==> config.mk <==
export PLATFORM = sky130hd
export DESIGN_NAME = issue_csr_fifo
export DESIGN_NICKNAME = d
export VERILOG_FILES = /design/src/rtl/issue_csr_fifo.sv
export SDC_FILE = /design/constraint.sdc
export NUM_CORES = 1
export LEC_CHECK = 0
export CAP_MARGIN = 20
export CORE_MARGIN = 5
export CORE_UTILIZATION = 34
export DETAILED_ROUTE_END_ITERATION = 10
export SKIP_LAST_GASP = 1
export SLEW_MARGIN = 10
export SYNTH_ARGS = -nofsm -noshare
export SYNTH_HDL_FRONTEND = slang
export SYNTH_SLANG_ARGS = --single-unit
==> constraint.sdc <==
create_clock -name clk -period 6.8 [get_ports clk]
set_input_delay 1.02 -clock clk [delete_from_list [all_inputs] [get_ports clk]]
set_output_delay 1.02 -clock clk [all_outputs]
set_load 0.02 [all_outputs]
==> src/rtl/issue_csr_fifo.sv <==
// Show-ahead FIFO carrying issue_execute_pack_t entries from issue to execute_csr.
// Head entry is presented combinationally; commit flush clears it in one cycle.

package issue_csr_fifo_pkg;

  typedef struct packed {
    logic        enable;
    logic [5:0]  rob_id;
    logic [11:0] csr_addr;
    logic [2:0]  csr_op;
    logic [31:0] rs1_data;
    logic [4:0]  rd_addr;
  } issue_execute_pack_t;

endpackage

module issue_csr_fifo
  import issue_csr_fifo_pkg::*;
#(
  parameter int DEPTH     = 4,
  parameter int CNT_WIDTH = $clog2(DEPTH + 1)
) (
  input  logic                 clk,
  input  logic                 rst,
  input  logic                 issue_csr_fifo_push,
  input  issue_execute_pack_t  issue_csr_fifo_data_in,
  output logic                 issue_csr_fifo_full,
  output logic [CNT_WIDTH-1:0] issue_csr_fifo_count,
  output issue_execute_pack_t  issue_csr_fifo_data_out,
  output logic                 issue_csr_fifo_data_out_valid,
  input  logic                 issue_csr_fifo_pop,
  input  logic                 issue_csr_fifo_flush
);

  localparam int                   PTR_W    = $clog2(DEPTH);
  localparam logic [PTR_W-1:0]     LAST_PTR = PTR_W'(DEPTH - 1);
  localparam logic [CNT_WIDTH-1:0] FULL_CNT = CNT_WIDTH'(DEPTH);

  issue_execute_pack_t  mem [DEPTH];
  logic [PTR_W-1:0]     wptr;
  logic [PTR_W-1:0]     rptr;
  logic [CNT_WIDTH-1:0] count;
  logic                 full;
  logic                 not_empty;
  logic                 push_ok;
  logic                 pop_ok;

  assign full      = (count == FULL_CNT);
  assign not_empty = (count != '0);
  // A full FIFO refuses a push even if the head is popped in the same cycle.
  assign push_ok   = issue_csr_fifo_push && !full;
  assign pop_ok    = issue_csr_fifo_pop && not_empty;

  always_ff @(posedge clk) begin
    if (push_ok && !issue_csr_fifo_flush) begin
      mem[wptr] <= issue_csr_fifo_data_in;
    end
  end

  always_ff @(posedge clk or posedge rst) begin
    if (rst) begin
      wptr  <= '0;
      rptr  <= '0;
      count <= '0;
    end else if (issue_csr_fifo_flush) begin
      wptr  <= '0;
      rptr  <= '0;
      count <= '0;
    end else begin
      if (push_ok) begin
        wptr <= (wptr == LAST_PTR) ? '0 : wptr + 1'b1;
      end
      if (pop_ok) begin
        rptr <= (rptr == LAST_PTR) ? '0 : rptr + 1'b1;
      end
      if (push_ok && !pop_ok) begin
        count <= count + 1'b1;
      end else if (!push_ok && pop_ok) begin
        count <= count - 1'b1;
      end
    end
  end

  assign issue_csr_fifo_full           = full;
  assign issue_csr_fifo_count          = count;
  assign issue_csr_fifo_data_out_valid = not_empty;
  assign issue_csr_fifo_data_out       = not_empty ? mem[rptr] : '0;

  // Dropped overflow/underflow requests are legal but worth seeing in simulation.
  overflow_seen: cover property (@(posedge clk) disable iff (rst)
    issue_csr_fifo_push && full && !issue_csr_fifo_flush);
  underflow_seen: cover property (@(posedge clk) disable iff (rst)
    issue_csr_fifo_pop && !not_empty && !issue_csr_fifo_flush);

endmodule

==> results_dict.tcl <==
set metrics [dict create \
    status "finished, final reports clean" \
    worstPathMaxFanout 38 \
    grt_max_degree 62 \
    syn_inst 438 \
    clockPowerShare 0.297 \
    routed_wirelength_mm 18.95 \
    grt_pass1_vias 4960 \
    slew_headroom 0.3514 \
    synth_top_area_frac 0.7463 \
    seq_power_share 0.398 \
    synth.distinct_cells 33 \
    overflow 0 \
    clk_path_buf_depth 3 \
    clk_pin_slew_ps 60 \
    ant_nets 0 \
    synth-seq-area-share 0.7648 \
    synth.area.top_cells "edfxtp_1 (75%), mux4_2 (14%), nor2b_1 (3.9%)" \
    maxCapViolCount 0 \
    max_freq_ghz 0.2300 \
    critPathCaptureType "primary output" \
    yosysTopAreaCell "edfxtp_1" \
    report.final.slew_viol_count 0 \
    startpoint_type "flip-flop" \
    gp_congestion 0.7139 \
    die_area_mm2 0.03137 \
    holdPathEnd "wptr[1]" \
    post_cts_buffers 0 \
    ys_ff_latch 243 \
    p_sw_frac 0.2884 \
    avgSynthCellArea_um2 21.68 \
    layout_common_cells "edfxtp_1 (236), clkdlybuf4s50_1 (127), mux4_2 (59), nor2b_1 (59), clkbuf_16 (27)" \
    initial_core_util 0.3427 \
    tns_ps 0 \
    dpl.hpwl_mm 11.45 \
    power_leakage_uw 0.003792 \
    die_h_um 177.1 \
    vias_per_cell 4.697 \
    fin_nets 650 \
    htreeDepth 1 \
    place_ws_ps 2841 \
    finalHoldViolCount 0 \
    insertion_delay_ps 510 \
    avgRoutedWirePerCell_um 19.43 \
    worst-setup-path-type "reg -> out" \
    n_antenna_cell 0 \
    ir_worst_vdd_uv 276.8 \
    cts_inserted_buffers 26 \
    grtUsageTotal 0.1199 \
    reg2regPathDepth 6 \
    fin_ws_ps 2453 \
    internal_power_uw 3252 \
    post-route-period-util 0.6393 \
    critPathRequiredTime_ps 5780 \
    reg2reg_to "issue_csr_fifo_count[2]" \
    syn_area_mm2 0.009495 \
    pin_count 128 \
    final_layout_size_suffix_gt1_frac 0.1876 \
    num_vias 4580 \
    fill_cells 2384 \
    hp-start "wptr[1]" \
    place_area_mm2 0.01120 \
    pwr-share-comb 0.305 \
    hp-class "reg -> reg" \
    core.rowCount 61 \
    initialDrtViolationCount 226 \
    grt_pass1_wl_mm 29.10 \
    synthesis.nets 508 \
    tightest_slew_ps 972.9 \
    yosysWarnings 0 \
    rr_startpoint "issue_csr_fifo_count[2]" \
    holdPathStages 2 \
    area_delta_synth_final_pct 26.68 \
    cts_tree "done" \
    cts.sinks 243 \
    fin_crit_ps 4347 \
    die_w_um 177.1 \
    root_buffer "clkbuf_16" \
    clock_skew_ps 7.064 \
    core_area_mm2 0.02771 \
    first_pass_iters 4 \
    antenna_found_initial 0 \
    postCtsHoldBufs 0 \
    ctsResizeCount 0 \
    final_cell_area_mm2 0.01203 \
    arrival_ps 3330 \
    power_density_mw_per_mm2 379.9 \
    port_buffers 127 \
    layout_commonest_cell "edfxtp_1" \
    rsz0062_at_grt "no" \
    p_switching_uw 1318 \
    reg2reg_slack_ps 4400 \
    drc 0 \
    finalSetupViolations 0 \
]
[logic make-up (layout without fill, tap and decap cells)]
kind of cell	Yosys count	after routing	synth area share
flip-flops	243	243	0.7648
AO/OA/AOI/OAI	16	16	0.01186
AND/OR/NAND/NOR	77	77	0.04994
buffers and inverters	34	193	0.02108
adder cells (fa/ha/maj)	6	6	0.008697
multiplexers	62	62	0.1436
[worst max-delay path, cell delays in order (launching register included)]
cell and delay, ps:
dfrtp_4 730, buf_4 750, mux4_2 600, nor2b_1 150, clkdlybuf4s50_1 550
[state kept, by name, indices dropped and copies added, names as in the netlist]
signal and cells:
mem 236, wptr 2, rptr 2, issue_csr_fifo_count 3
[power by group through the flow]
| stage | logic [µW] | registers [µW] | clock network (µW) |
|---|---|---|---|
| after global placement | 1410 | 1850 | 0 |
| after detailed placement | 1430 | 1860 | 0 |
| after global routing | 1500 | 1830 | 1460 |
| final | 1400 | 1820 | 1360 |
| after floorplan | 863 | 1800 | 0 |
| after CTS | 1440 | 1820 | 1400 |
[synthesized netlist by cell type (all sizes together)]
master  number
or4          1
o211ai       1
mux2         1
or3b         1
nand2        2
nand3        1
nor3         1
inv         10
mux2i        2
o21a         1
dfrtp        7
ha           5
fa           1
mux4        59
a21oi        3
a211oi       1
nor2b       59
nor2         6
clkbuf       8
or3          1
a31o         1
edfxtp     236
o31ai        3
a211o        1
buf         16
o21ai        3
o211a        1
nand3b       1
o311a        1
nor3b        4
[routing by layer]
| metal | track usage | share of wire |
|---|---|---|
| met1 | 0.1462 | 0.40 |
| met2 | 0.2189 | 0.52 |
| met3 | 0.02713 | 0.057 |
| met4 | 0.02482 | 0.016 |
| met5 | 0 | 0 |
[through the flow]
step,instances,hold WS (ps),total power [µW],util
floorplan,438,560.3,2661,-
global route,975,674.5,4795,0.4342
global placement,929,578.4,3259,0.4037
CTS,975,621.9,4658,0.4342
finish,975,622.4,4570,0.4342
detailed placement,930,610.4,3285,0.4043
[worst max path at each step]
stage / start / to / slack [ps] / cells after the start
after floorplan: issue_csr_fifo_flush / mem[0][0] / 680 / 2
after global placement: rptr[0] / issue_csr_fifo_data_out[5] / 2850 / 4
after detailed placement: rptr[0] / issue_csr_fifo_data_out[0] / 2840 / 4
after CTS: rptr[0] / issue_csr_fifo_data_out[0] / 2290 / 4
after global routing: rptr[0] / issue_csr_fifo_data_out[0] / 2140 / 4
final: rptr[0] / issue_csr_fifo_data_out[8] / 2450 / 4
[final cells by class]
cell class,count,area [µm²],area share
Inverter,10,37.54,0.003120
Clock buffer,31,690.7,0.05742
Multi-Input combinational cell,161,2059,0.1712
Sequential cell,243,7269,0.6043
Tap cell,378,473.0,0.03932
Clock inverter,14,137.6,0.01144
Timing Repair Buffer,138,1361,0.1132
(Power assumes the default switching activity.)
